**config.mk**
```make
export PLATFORM = sky130hd
export DESIGN_NAME = param_shift_unit
export DESIGN_NICKNAME = d
export VERILOG_FILES = /design/src/rtl/shift_pkg.sv /design/src/rtl/shift_step.sv /design/src/rtl/param_shift_unit.sv
export SDC_FILE = /design/constraint.sdc
export NUM_CORES = 1
export LEC_CHECK = 0
export ABC_CLOCK_PERIOD_IN_PS = 2100
export BUFFER_PORTS_ARGS = -buffer_cell sky130_fd_sc_hd__buf_2
export CORE_MARGIN = 1.5
export CORE_UTILIZATION = 48
export CTS_BUF_LIST = sky130_fd_sc_hd__clkbuf_16
export DETAILED_ROUTE_END_ITERATION = 6
export PLACE_DENSITY = 0.72
export SYNTH_ARGS = -nofsm -noshare
export SYNTH_HDL_FRONTEND = slang
export SYNTH_HIERARCHICAL = 1
export SYNTH_SLANG_ARGS = --single-unit
```
**constraint.sdc**
```tcl
create_clock -name clk -period 2.1 [get_ports clk]
set_input_delay 0.42 -clock clk [delete_from_list [all_inputs] [get_ports clk]]
set_output_delay 0.42 -clock clk [all_outputs]
set_load 0.01 [all_outputs]
```
**src/rtl/shift_pkg.sv**
```systemverilog
// Shared definitions for the parametrised shift unit.
//   - mode encodings MODE_ROL..MODE_SRA (5..7 are reserved and do not shift)
//   - FSM state type for the shift sequencer
//   - cnt_w(): width of the step-count field for a given register width
package shift_pkg;

  localparam logic [2:0] MODE_ROL = 3'd0;
  localparam logic [2:0] MODE_ROR = 3'd1;
  localparam logic [2:0] MODE_SLL = 3'd2;
  localparam logic [2:0] MODE_SRL = 3'd3;
  localparam logic [2:0] MODE_SRA = 3'd4;

  typedef enum logic [1:0] {
    ST_IDLE  = 2'd0,
    ST_SHIFT = 2'd1,
    ST_DONE  = 2'd2
  } state_t;

  // Step counter / amount width. WIDTH >= 2, so this is always at least 1.
  function automatic int cnt_w(input int width);
    return (width <= 2) ? 1 : $clog2(width);
  endfunction

endpackage

```
**src/rtl/shift_step.sv**
```systemverilog
// One-bit combinational shift of a WIDTH-bit word.
// Ports:
//   din     - current value
//   mode    - shift mode (shift_pkg MODE_*); reserved codes pass din through
//   dout    - value after one step
//   out_bit - bit leaving the word (the wrapped bit for rotates)
//   shifted - 1 when mode is a real shift, 0 for reserved codes
module shift_step
  import shift_pkg::*;
#(
  parameter int WIDTH = 8
) (
  input  logic [WIDTH-1:0] din,
  input  logic [2:0]       mode,
  output logic [WIDTH-1:0] dout,
  output logic             out_bit,
  output logic             shifted
);

  always_comb begin
    dout    = din;
    out_bit = 1'b0;
    shifted = 1'b1;
    case (mode)
      MODE_ROL: begin
        dout    = {din[WIDTH-2:0], din[WIDTH-1]};
        out_bit = din[WIDTH-1];
      end
      MODE_ROR: begin
        dout    = {din[0], din[WIDTH-1:1]};
        out_bit = din[0];
      end
      MODE_SLL: begin
        dout    = {din[WIDTH-2:0], 1'b0};
        out_bit = din[WIDTH-1];
      end
      MODE_SRL: begin
        dout    = {1'b0, din[WIDTH-1:1]};
        out_bit = din[0];
      end
      MODE_SRA: begin
        dout    = {din[WIDTH-1], din[WIDTH-1:1]};
        out_bit = din[0];
      end
      default: shifted = 1'b0;
    endcase
  end

endmodule

```
**src/rtl/param_shift_unit.sv**
```systemverilog
// WIDTH-bit register with parallel load and a command-driven multi-cycle
// shift sequencer (one bit per cycle, busy/done handshake).
// Optional feature macro: SHIFT_CARRY_EN (adds the carry output).
// Ports:
//   clk, rst  - rising-edge clock, asynchronous active-high reset
//   load_en   - parallel load strobe (wins over everything but reset)
//   load_val  - value loaded on load_en
//   start     - command strobe, only honoured in IDLE
//   mode      - shift mode (shift_pkg MODE_*)
//   amount    - number of one-bit steps, 0..WIDTH-1
//   busy      - high while shifting
//   done      - one-cycle completion pulse
//   carry     - last bit shifted out (SHIFT_CARRY_EN only)
//   op        - register contents
module param_shift_unit
  import shift_pkg::*;
#(
  parameter int WIDTH    = 8,
  parameter int FREE_RUN = 0
) (
  input  logic                      clk,
  input  logic                      rst,
  input  logic                      load_en,
  input  logic [WIDTH-1:0]          load_val,
  input  logic                      start,
  input  logic [2:0]                mode,
  input  logic [cnt_w(WIDTH)-1:0]   amount,
  output logic                      busy,
  output logic                      done,
`ifdef SHIFT_CARRY_EN
  output logic                      carry,
`endif
  output logic [WIDTH-1:0]          op
);

  localparam int CW = cnt_w(WIDTH);

  state_t           state, state_nxt;
  logic [CW-1:0]    cnt;
  logic [2:0]       mode_q;
  logic [2:0]       step_mode;
  logic [WIDTH-1:0] step_val;
  logic             step_bit;
  logic             step_shifted;

  // The single stepper serves both the sequencer and the idle free-run
  // rotate; outside SHIFT it is forced to ROL.
  assign step_mode = (state == ST_SHIFT) ? mode_q : MODE_ROL;

  shift_step #(.WIDTH(WIDTH)) u_step (
    .din     (op),
    .mode    (step_mode),
    .dout    (step_val),
    .out_bit (step_bit),
    .shifted (step_shifted)
  );

  always_comb begin
    state_nxt = state;
    case (state)
      ST_IDLE: begin
        if (!load_en && start)
          state_nxt = (amount == '0) ? ST_DONE : ST_SHIFT;
      end
      ST_SHIFT: begin
        if (load_en)                 state_nxt = ST_IDLE;  // abort, no done
        else if (cnt == CW'(1))      state_nxt = ST_DONE;
      end
      ST_DONE:  state_nxt = ST_IDLE;
      default:  state_nxt = ST_IDLE;
    endcase
  end

  always_ff @(posedge clk or posedge rst) begin
    if (rst) state <= ST_IDLE;
    else     state <= state_nxt;
  end

  always_ff @(posedge clk or posedge rst) begin
    if (rst) begin
      op     <= '0;
      cnt    <= '0;
      mode_q <= MODE_ROL;
    end else begin
      case (state)
        ST_IDLE: begin
          if (load_en) begin
            op <= load_val;
          end else if (start) begin
            mode_q <= mode;
            cnt    <= amount;
          end else if (FREE_RUN != 0) begin
            op <= step_val;
          end
        end
        ST_SHIFT: begin
          if (load_en) begin
            op  <= load_val;
            cnt <= '0;
          end else begin
            op  <= step_val;
            cnt <= cnt - CW'(1);
          end
        end
        default: begin
          if (load_en) op <= load_val;
        end
      endcase
    end
  end

`ifdef SHIFT_CARRY_EN
  // Only sequencer steps of a real shift mode touch carry; free-run rotation
  // and reserved modes leave it alone.
  always_ff @(posedge clk or posedge rst) begin
    if (rst)                                   carry <= 1'b0;
    else if (load_en)                          carry <= 1'b0;
    else if (state == ST_SHIFT && step_shifted) carry <= step_bit;
  end
`else
  logic unused_step;
  assign unused_step = step_bit ^ step_shifted;
`endif

  assign busy = (state == ST_SHIFT);
  assign done = (state == ST_DONE);

endmodule

```
==> results.md <==
- Die Width: 52.6 µm
- WL/cell: 13.9 µm
- Sw Ratio: 0.349
- CP max-delay cell: dfrtp_1
- Worst min path class: in2async
- DP HPWL: 1.87 mm
- DRT Pass-1 Iters: 4
- Element type at the critical path start: register
- Clk slew on worst S/H paths: 0.05 ns
- Initial core utilization: 0.523
- Kind of critical path: reg2reg
- Row cnt: 17
- CP cell instances: nor2b_1, buf_4, and2_2, inv_2, a311oi_1, a21oi_1, mux2i_1, o21ai_1
- Ports: 28
- Setup slack, reg-to-reg: 0.22 ns
- Area Overhead vs Synth: 20.2%
- H-Tree Depth: 1
- RSZ-0062 raised after global routing: no
- Sequential power share: 0.326
- FF-to-FF path depth: 8
- Buf+Inv Stages, Crit Path: 2
- Part of the power in combinational logic: 0.417
- Routed vias/inst: 5.64
- Clock skew: 0.00227 ns
- Gate family responsible for the most delay along the worst path: flip-flops
- Final hold viol count: 0
- # clock sinks: 16
- Initial antenna violation count: 0
- Post-route DRC: 0
- Post-Synthesis Cells: 126
- Filler instances: 203
- CP peak stage delay: 0.45 ns
- P_leak: 0.000647 µW
- Die span in y: 52.6 µm
- Synthesized cell area: 1180 µm²
- Grt ovf: 0
- Tmin final: 1.88 ns
- Switch Pwr: 501 µW
- 1st-iter DRT viols: 26
- Core Area: 2250 µm²
- Syn Area/Cell: 9.35 µm²
- Total CTS buffers: 3
- Final nets: 174
- Antenna viol nets, final: 0
- Largest net degree at the start of global routing: 22
- Total negative setup slack: 0 ns
- Placer congestion estimate: 0.856
- CP startpoint: state[1]
- Tot GR Track Use: 0.203
- Via Count: 1020
- PortBufs: 27
- Critical Path Sink Type: register
- Vias in the first global route: 936
- Die Footprint: 2760 µm²
- # diodes: 0
- Reg-to-reg startpoint: state[1]
- Slew @ Worst Pin: 0.639 ns
- Syn Nets: 146
- Final setup fails: 0
- Clock power share: 0.256
- First-pass GRT wire length: 4.17 mm
- Internal power: 934 µW
- CTS tree: done
- Max Root-Sink Buffers: 2
- YS warnings: 6
- Slew headroom: 0.574
- P per Cell Area: 1010 nW/µm²
- Later-pin clock latency in the skew report: 0.24 ns
- Wirelength, routed: 2.51 mm
- CTS hold repair buffers: 0
- Fin. max-slew vios: 0
- Crit path DAT: 2.00 ns
- Worst r2r dst: op[7]
- Core Util, Final: 0.628
- Proportion of layout cells with a drive suffix above 1: 0.314
- Status: finished, final reports clean
- Final cycle utilization of the critical path: 0.895
- Worst Path Required: 2.22 ns
- Highest clock rate: 532 MHz
- VDD IR-drop max: 0.000731 V
- Maxcap violations: 0
- Critical Path Fanout Max: 13
- CTS root buffer: clkbuf_16
[cells in the final DEF, fill, tap and decap left out, drive strengths merged]
cell     count
mux2         7
a21oi        3
nand2b       2
a21o         1
clkbuf       3
nand2       14
a311oi       1
o221ai       1
o21ai       14
or3          2
nor2b        5
nor4b        1
a21boi       1
nor3         1
o2bb2ai      2
mux2i       14
buf         31
a32oi        2
o22a         4
inv         10
a2bb2oi      4
or3b         1
nor2         1
ha           2
and2         3
a31oi        2
clkinv       1
o22ai        2
a211oi       1
dfrtp       16
nand3        1
[sequential cells by signal, summed over array words and instances (netlist names)]
| register | cells |
|---|---|
| op | 8 |
| cnt | 3 |
| mode_q | 3 |
| state | 2 |
[per-layer routing]
layer,up-vias,wire length [µm],track usage
li1,510,-,-
met1,485,1180,0.279
met2,23,1240,0.331
met3,2,77,0.0257
met4,0,16,0.0641
met5,-,0,0
[metrics by stage]
step / hold slack [ns] / power, µW / area [µm²] / setup slack, ns / cells
3_3_place_gp: 0.502 / 1050 / 1340 / 0.231 / 177
5_1_grt: 0.326 / 1540 / 1420 / 0.00914 / 181
3_5_place_dp: 0.501 / 1070 / 1340 / 0.149 / 177
4_1_cts: 0.269 / 1440 / 1410 / 0.149 / 181
6_report: 0.254 / 1440 / 1420 / 0.221 / 181
2_1_floorplan: 0.334 / 919 / 1180 / 0.145 / 126
[power by group through the flow]
stage / sequential (µW) / combinational [µW] / clock (µW)
after floorplan: 466 / 453 / 0
after global placement: 471 / 580 / 0
after detailed placement: 474 / 595 / 0
after CTS: 469 / 598 / 376
after global routing: 481 / 665 / 397
final: 468 / 599 / 368
[cell type report]
type	instances	area (µm²)	share of cell area
Inverter	10	37.5	0.0265
Tap cell	28	35.0	0.0247
Sequential cell	16	400	0.283
Clock buffer	3	75.1	0.0530
Multi-Input combinational cell	92	687	0.485
Timing Repair Buffer	31	178	0.125
Clock inverter	1	3.75	0.00265
[repair_timing]
item / CTS / global route
buffers inserted: 0 / 0
setup endpoints to repair: 0 / 4
gates resized for setup: 0 / 2
[worst max path at each step]
stage / to / cells past startpoint
final: op[7] / 8
after global routing: op[7] / 8
after CTS: op[7] / 8
after detailed placement: op[7] / 8
after global placement: op[0] / 8
after floorplan: op[0] / 10
(Power assumes the default switching activity.)
